===== config.mk =====
export PLATFORM = sky130hd
export DESIGN_NAME = mash_dsm_param
export DESIGN_NICKNAME = d
export VERILOG_FILES = /design/src/rtl/dsm_pkg.sv /design/src/rtl/dsm_acc_stage.sv /design/src/rtl/mash_dsm_param.sv
export SDC_FILE = /design/constraint.sdc
export NUM_CORES = 1
export LEC_CHECK = 0
export ABC_CLOCK_PERIOD_IN_PS = 6250
export BUFFER_PORTS_ARGS = -buffer_cell sky130_fd_sc_hd__buf_2
export CORE_MARGIN = 8
export CORE_UTILIZATION = 30
export CTS_CLUSTER_DIAMETER = 50
export DETAILED_ROUTE_END_ITERATION = 10
export PLACE_DENSITY = 0.49
export SYNTH_ARGS = -nofsm -noshare
export SYNTH_HDL_FRONTEND = slang
export SYNTH_HIERARCHICAL = 1
export SYNTH_SLANG_ARGS = --single-unit

===== constraint.sdc =====
create_clock -name clk -period 6.25 [get_ports clk]
set_input_delay 0.3125 -clock clk [delete_from_list [all_inputs] [get_ports clk]]
set_output_delay 0.3125 -clock clk [all_outputs]
set_load 0.005 [all_outputs]

===== src/rtl/dsm_pkg.sv =====
// Shared constants for the runtime-configurable MASH modulator: order codes,
// LFSR taps/seed and the bounds of the noise-cancelled carry sum.
package dsm_pkg;

  localparam logic [1:0] ORD1 = 2'b01;
  localparam logic [1:0] ORD2 = 2'b10;
  localparam logic [1:0] ORD3 = 2'b11;

  // Right-shifting Fibonacci form of taps 16,14,13,11: feedback from bits 0,2,3,5.
  localparam logic [15:0] LFSR_TAPS         = 16'h002D;
  localparam logic [15:0] LFSR_SEED_DEFAULT = 16'hACE1;

  localparam int Y_MIN = -3;
  localparam int Y_MAX = 4;

  // Bit k set means accumulator stage k+1 takes part for this order select.
  function automatic logic [2:0] stage_active(input logic [1:0] sel);
    case (sel)
      ORD3:    return 3'b111;
      ORD2:    return 3'b011;
      ORD1:    return 3'b001;
      default: return 3'b001;
    endcase
  endfunction

endpackage


===== src/rtl/dsm_acc_stage.sv =====
// One FRAC_W-bit accumulator with carry out; sum/cout are combinational from the
// current state, the state advances on en and clr has priority over en.
module dsm_acc_stage #(
  parameter int W = 16
) (
  input  logic         clk,
  input  logic         rst,
  input  logic         en,
  input  logic         clr,
  input  logic [W-1:0] add,
  input  logic         cin,
  output logic [W-1:0] sum,
  output logic         cout
);

  logic [W-1:0] acc_q, acc_d;
  logic [W:0]   s;

  always_comb begin
    s     = {1'b0, acc_q} + {1'b0, add} + {{W{1'b0}}, cin};
    acc_d = acc_q;
    if (clr) begin
      acc_d = '0;
    end else if (en) begin
      acc_d = s[W-1:0];
    end
  end

  assign sum  = s[W-1:0];
  assign cout = s[W];

  always_ff @(posedge clk) begin
    if (rst) begin
      acc_q <= '0;
    end else begin
      acc_q <= acc_d;
    end
  end

endmodule


===== src/rtl/mash_dsm_param.sv =====
// MASH 1/2/3 delta-sigma modulator with load handshake, LSB dither and output clamp.
// Output registered one cycle after each enabled edge; in_ready is high whenever out of reset.
module mash_dsm_param
  import dsm_pkg::*;
#(
  parameter int          INT_W       = 4,
  parameter int          FRAC_W      = 16,
  parameter int          OUT_W       = 4,
  parameter bit          CLR_ON_LOAD = 1'b1,
  parameter logic [15:0] LFSR_SEED   = LFSR_SEED_DEFAULT
) (
  input  logic              clk,
  input  logic              rst,
  input  logic              en,
  input  logic [1:0]        order_sel,
  input  logic              dither_en,
  input  logic              in_valid,
  output logic              in_ready,
  input  logic [INT_W-1:0]  in_i,
  input  logic [FRAC_W-1:0] in_f,
  output logic [OUT_W-1:0]  out,
  output logic              out_valid,
  output logic              sat
);

  localparam int RW      = INT_W + 2;
  localparam int OUT_MAX = (1 << OUT_W) - 1;

  logic [INT_W-1:0]  shadow_i_q, shadow_i_d;
  logic [FRAC_W-1:0] shadow_f_q, shadow_f_d;
  logic              c2d1_q, c2d1_d, c3d1_q, c3d1_d, c3d2_q, c3d2_d;
  logic [1:0]        cnt_q, cnt_d;
  logic [15:0]       lfsr_q, lfsr_d;
  logic [OUT_W-1:0]  out_q, out_d;
  logic              sat_q, sat_d, out_valid_q, out_valid_d;

  logic              load, clr, d;
  logic [2:0]        act;
  logic [FRAC_W-1:0] s1, s2, s3_unused;
  logic              c1, c2_raw, c3_raw, c2, c3;
  logic signed [3:0]    y;
  logic signed [RW-1:0] r;
  logic signed [31:0]   r_ext;

  assign in_ready = ~rst;
  assign load     = in_valid & in_ready;
  assign clr      = load & CLR_ON_LOAD;
  assign act      = stage_active(order_sel);
  assign d        = dither_en & lfsr_q[0];

  dsm_acc_stage #(.W(FRAC_W)) u_stage1 (
    .clk(clk), .rst(rst), .en(en), .clr(clr | ~act[0]),
    .add(shadow_f_q), .cin(d), .sum(s1), .cout(c1)
  );
  dsm_acc_stage #(.W(FRAC_W)) u_stage2 (
    .clk(clk), .rst(rst), .en(en), .clr(clr | ~act[1]),
    .add(s1), .cin(1'b0), .sum(s2), .cout(c2_raw)
  );
  dsm_acc_stage #(.W(FRAC_W)) u_stage3 (
    .clk(clk), .rst(rst), .en(en), .clr(clr | ~act[2]),
    .add(s2), .cin(1'b0), .sum(s3_unused), .cout(c3_raw)
  );

  assign c2 = c2_raw & act[1];
  assign c3 = c3_raw & act[2];

  assign y = $signed({3'b000, c1})
           + $signed({3'b000, c2}) - $signed({3'b000, c2d1_q})
           + $signed({3'b000, c3}) - $signed({2'b00, c3d1_q, 1'b0}) + $signed({3'b000, c3d2_q});
  assign r     = $signed({2'b00, shadow_i_q}) + $signed({{(RW-4){y[3]}}, y});
  assign r_ext = {{(32-RW){r[RW-1]}}, r};

  always_comb begin
    shadow_i_d  = shadow_i_q;
    shadow_f_d  = shadow_f_q;
    c2d1_d      = c2d1_q;
    c3d1_d      = c3d1_q;
    c3d2_d      = c3d2_q;
    cnt_d       = cnt_q;
    lfsr_d      = lfsr_q;
    out_d       = out_q;
    sat_d       = sat_q;
    out_valid_d = out_valid_q;
    if (en) begin
      c2d1_d      = c2;
      c3d1_d      = c3;
      c3d2_d      = c3d1_q;
      lfsr_d      = {^(lfsr_q & LFSR_TAPS), lfsr_q[15:1]};
      out_valid_d = (cnt_q == 2'd3);
      if (cnt_q != 2'd3) cnt_d = cnt_q + 2'd1;
      if (r_ext < 0) begin
        out_d = '0;
        sat_d = 1'b1;
      end else if (r_ext > OUT_MAX) begin
        out_d = '1;
        sat_d = 1'b1;
      end else begin
        out_d = r_ext[OUT_W-1:0];
        sat_d = 1'b0;
      end
    end
    // Delay lines of stages outside the selected order stay zeroed.
    if (!act[1]) c2d1_d = 1'b0;
    if (!act[2]) begin
      c3d1_d = 1'b0;
      c3d2_d = 1'b0;
    end
    if (load) begin
      shadow_i_d = in_i;
      shadow_f_d = in_f;
    end
    if (clr) begin
      c2d1_d      = 1'b0;
      c3d1_d      = 1'b0;
      c3d2_d      = 1'b0;
      cnt_d       = 2'd0;
      out_valid_d = 1'b0;
    end
  end

  always_ff @(posedge clk) begin
    if (rst) begin
      shadow_i_q  <= '0;
      shadow_f_q  <= '0;
      c2d1_q      <= 1'b0;
      c3d1_q      <= 1'b0;
      c3d2_q      <= 1'b0;
      cnt_q       <= 2'd0;
      lfsr_q      <= LFSR_SEED;
      out_q       <= '0;
      sat_q       <= 1'b0;
      out_valid_q <= 1'b0;
    end else begin
      shadow_i_q  <= shadow_i_d;
      shadow_f_q  <= shadow_f_d;
      c2d1_q      <= c2d1_d;
      c3d1_q      <= c3d1_d;
      c3d2_q      <= c3d2_d;
      cnt_q       <= cnt_d;
      lfsr_q      <= lfsr_d;
      out_q       <= out_d;
      sat_q       <= sat_d;
      out_valid_q <= out_valid_d;
    end
  end

  assign out       = out_q;
  assign sat       = sat_q;
  assign out_valid = out_valid_q;

  assert property (@(posedge clk) disable iff (rst) (y >= Y_MIN) && (y <= Y_MAX));

endmodule


==> flow_summary.html <==
<table>
<tr><th>Metric</th><th>Value</th></tr>
<tr><th colspan="2">Status</th></tr>
<tr><td>Result of the run</td><td>completed</td></tr>
<tr><th colspan="2">STA</th></tr>
<tr><td>Transition time of the tightest slew-check pin</td><td>908.4 ps</td></tr>
<tr><td>Achievable Freq</td><td>0.1620 GHz</td></tr>
<tr><td>Post-route minimum period</td><td>6173 ps</td></tr>
<tr><td>Count of pins over their slew limit</td><td>0</td></tr>
<tr><td>Final critical-path share of the clock period</td><td>98.77%</td></tr>
<tr><td>Final setup fails</td><td>0</td></tr>
<tr><td>Hold Violations, Final</td><td>0</td></tr>
<tr><td>Worst Hold Margin</td><td>180.1 ps</td></tr>
<tr><td>Worst slew margin relative to its limit</td><td>39.44%</td></tr>
<tr><td>Unrepaired setup endpoints after global routing</td><td>yes</td></tr>
<tr><td>Worst clock skew</td><td>10.82 ps</td></tr>
<tr><th colspan="2">Route</th></tr>
<tr><td>Starting DRC count in detailed routing</td><td>205</td></tr>
<tr><td>DR top layer</td><td>met4</td></tr>
<tr><td>First-pass iteration count of the detailed router</td><td>4</td></tr>
<tr><td>Wl on met1</td><td>7.999 mm</td></tr>
<tr><td>Met3 layer wire length in the routed design</td><td>424 um</td></tr>
<tr><td>Routed length on met2</td><td>7.538 mm</td></tr>
<tr><td>Mean number of vias per cell</td><td>4.846</td></tr>
<tr><td>Wire length reported by the detailed router</td><td>16.14 mm</td></tr>
<tr><td>Detailed-route via count</td><td>5462</td></tr>
<tr><td>Count of nets left with antenna violations after detail routing</td><td>0</td></tr>
<tr><td>Routed wirelength normalized by instance count</td><td>14.32 um</td></tr>
<tr><td>Number of design rule violations left after detail routing</td><td>0</td></tr>
<tr><th colspan="2">Global routing</th></tr>
<tr><td>Wire length of the first global-routing pass</td><td>26.79 mm</td></tr>
<tr><td>Initial antenna violation count</td><td>0</td></tr>
<tr><td>Maximum number of pins on one net before global-route repair</td><td>56</td></tr>
<tr><td>Grt total ovfl</td><td>0</td></tr>
<tr><td>Global routing usage summed across all routing layers</td><td>12.56%</td></tr>
<tr><td>Number of global-route vias before repair</td><td>5442</td></tr>
<tr><th colspan="2">Worst setup path</th></tr>
<tr><td>Worst setup EP type</td><td>register</td></tr>
<tr><td>Worst Setup Path Type</td><td>reg -&gt; reg</td></tr>
<tr><td>Crit-path max FO</td><td>5</td></tr>
<tr><td>Crit path largest cell delay</td><td>550 ps</td></tr>
<tr><td>Data required time at the worst endpoint</td><td>6460 ps</td></tr>
<tr><td>Worst path most repeated cell</td><td>fa_2</td></tr>
<tr><td>Critical path startpoint category</td><td>register</td></tr>
<tr><td>Max stage delay cell, worst path</td><td>fa_2</td></tr>
<tr><td>Worst Path Arrival</td><td>6380 ps</td></tr>
<tr><th colspan="2">Finish</th></tr>
<tr><td>Number of nets in the finished design</td><td>940</td></tr>
<tr><td>Area delta synth-&gt;final</td><td>31.88%</td></tr>
<tr><td>Final non-filler cell area</td><td>0.008308 mm^2</td></tr>
<tr><td>Antenna diode instance count</td><td>0</td></tr>
<tr><td>Most common cell after layout, fill and taps aside</td><td>buf_4</td></tr>
<tr><td>Commonest cells after routing, fill and taps aside</td><td>buf_4, dfxtp_1, nor2_1</td></tr>
<tr><td>Fraction of layout cells with a size suffix above 1</td><td>30.52%</td></tr>
<tr><td>Utilization after layout</td><td>39.90%</td></tr>
<tr><th colspan="2">Placement</th></tr>
<tr><td>Placed Area</td><td>0.007427 mm^2</td></tr>
<tr><td>IO Port Bufs</td><td>33</td></tr>
<tr><td>Estimated wirelength of the detail-placed design</td><td>11.94 mm</td></tr>
<tr><td>Global placer's final weighted congestion</td><td>0.8029</td></tr>
<tr><th colspan="2">CTS</th></tr>
<tr><td>TritonCTS clock tree</td><td>done</td></tr>
<tr><td>Clock sink count</td><td>95</td></tr>
<tr><td>Number of buffers inserted during clock tree synthesis</td><td>9</td></tr>
<tr><td>Clock insertion delay at the later pin of the skew report</td><td>360 ps</td></tr>
<tr><td>Cell at the root of the clock tree</td><td>clkbuf_16</td></tr>
<tr><td>Maximum buffer depth of the clock tree</td><td>2</td></tr>
<tr><td>Total number of H-tree levels</td><td>3</td></tr>
<tr><td>Clock-pin transition on the worst setup and hold timing paths</td><td>80 ps</td></tr>
<tr><td>Post-cts hold buffer count</td><td>0</td></tr>
<tr><th colspan="2">Min path</th></tr>
<tr><td>Class of the worst hold path</td><td>in -&gt; reg</td></tr>
<tr><th colspan="2">Floorplan</th></tr>
<tr><td>Die outline width</td><td>160.9 um</td></tr>
<tr><td>Die span in y</td><td>160.9 um</td></tr>
<tr><td>Floorplan die area</td><td>0.02589 mm^2</td></tr>
<tr><td>Ports placed on the boundary</td><td>34</td></tr>
<tr><td>Initial standard-cell utilization of the core</td><td>30.25%</td></tr>
<tr><td>Site row count</td><td>53</td></tr>
<tr><td>Core Area</td><td>0.02082 mm^2</td></tr>
<tr><th colspan="2">Yosys</th></tr>
<tr><td>Mean Syn Cell Area</td><td>8.750 um^2</td></tr>
<tr><td>Summed instance area of the synthesized netlist</td><td>0.006300 mm^2</td></tr>
<tr><td>Post-synthesis instance total</td><td>720</td></tr>
<tr><td>Number of synthesis warnings</td><td>6</td></tr>
<tr><th colspan="2">Power and ir drop</th></tr>
<tr><td>Peak supply drop</td><td>135.2 uV</td></tr>
<tr><td>Leakage</td><td>3.716 nW</td></tr>
<tr><td>Power per standard cell area</td><td>196.9 mW/mm^2</td></tr>
<tr><th colspan="2">Job</th></tr>
<tr><td>MaxCap Viol Count</td><td>0</td></tr>
</table>
## stage by stage
stage               power [mW]  cells  setup slack (ps)  setup TNS, ps
floorplan               0.8998    721             36.10              0
global placement         1.039   1093            -391.5          -1857
detailed placement       1.039   1093            -447.4          -2136
CTS                      1.641   1119             27.28              0
global route             1.736   1127            -216.0         -980.4
finish                   1.636   1127             76.99              0
## critical path, delay by kind of cell, from the launching register on
family,cells,cell delay (ps)
buffers and inverters,4,440
and+or+nand+nor,5,970
xor gates and xnor gates,3,600
adders and majority gates,7,2430
AOI/OAI and AO/OA,7,1260
DFF,1,320
## worst paths after layout
| check | cells past startpoint | end | from | slack [ps] |
|---|---|---|---|---|
| worst min-delay path | 3 | shadow_f_q[10]$_SDFFE_PP0P_ | in_f[10] | 180 |
| worst max-delay path | 26 | out[3]$_SDFFE_PP0P_ | lfsr_q[0]$_SDFFE_PP1P_ | 80 |
| worst max register to register | 26 | out[3]$_SDFFE_PP0P_ | lfsr_q[0]$_SDFFE_PP1P_ | 80 |
| worst min register to register | 2 | u_stage2/acc_q[15]$_SDFFE_PP0P_ | u_stage2/acc_q[15]$_SDFFE_PP0P_ | 470 |
## flip-flops by register name (all words and copies together), names as in the netlist
name	cells
lfsr_q	16
shadow_f_q	16
shadow_i_q	4
c3d2_q	1
out	4
u_stage3/acc_q	16
cnt_q	2
u_stage2/acc_q	16
c2d1_q	1
c3d1_q	1
out_valid	1
sat	1
u_stage1/acc_q	16
## power by group
group	switching, mW	leakage, nW	internal (mW)
Combinational	0.216	2.79	0.202
Clock	0.282	0.151	0.287
Sequential	0.0175	0.775	0.632
## per-layer routing
metal | vias up | GRT usage [%]
met3 | 13 | 2.457
met1 | 2553 | 16.01
met5 | - | 0
li1 | 2837 | -
met4 | 0 | 3.662
met2 | 59 | 21.05
## repair_timing
item                                    in CTS  in global routing
endpoints found under the setup margin       5                  5
gates resized for setup                     44                 52
pin swaps                                   28                 55
buffers inserted                            10                  9
## cell type report
cell class                      count  area (um^2)
Clock inverter                      7        78.83
Tap cell                          275        344.1
Multi-Input combinational cell    563         4598
Inverter                           31        118.9
Timing Repair Buffer              147         1040
Sequential cell                    95         1903
Clock buffer                        9        225.2
Fill cell                        2137        12510
Note: power is estimated with default switching activity, not from simulation.
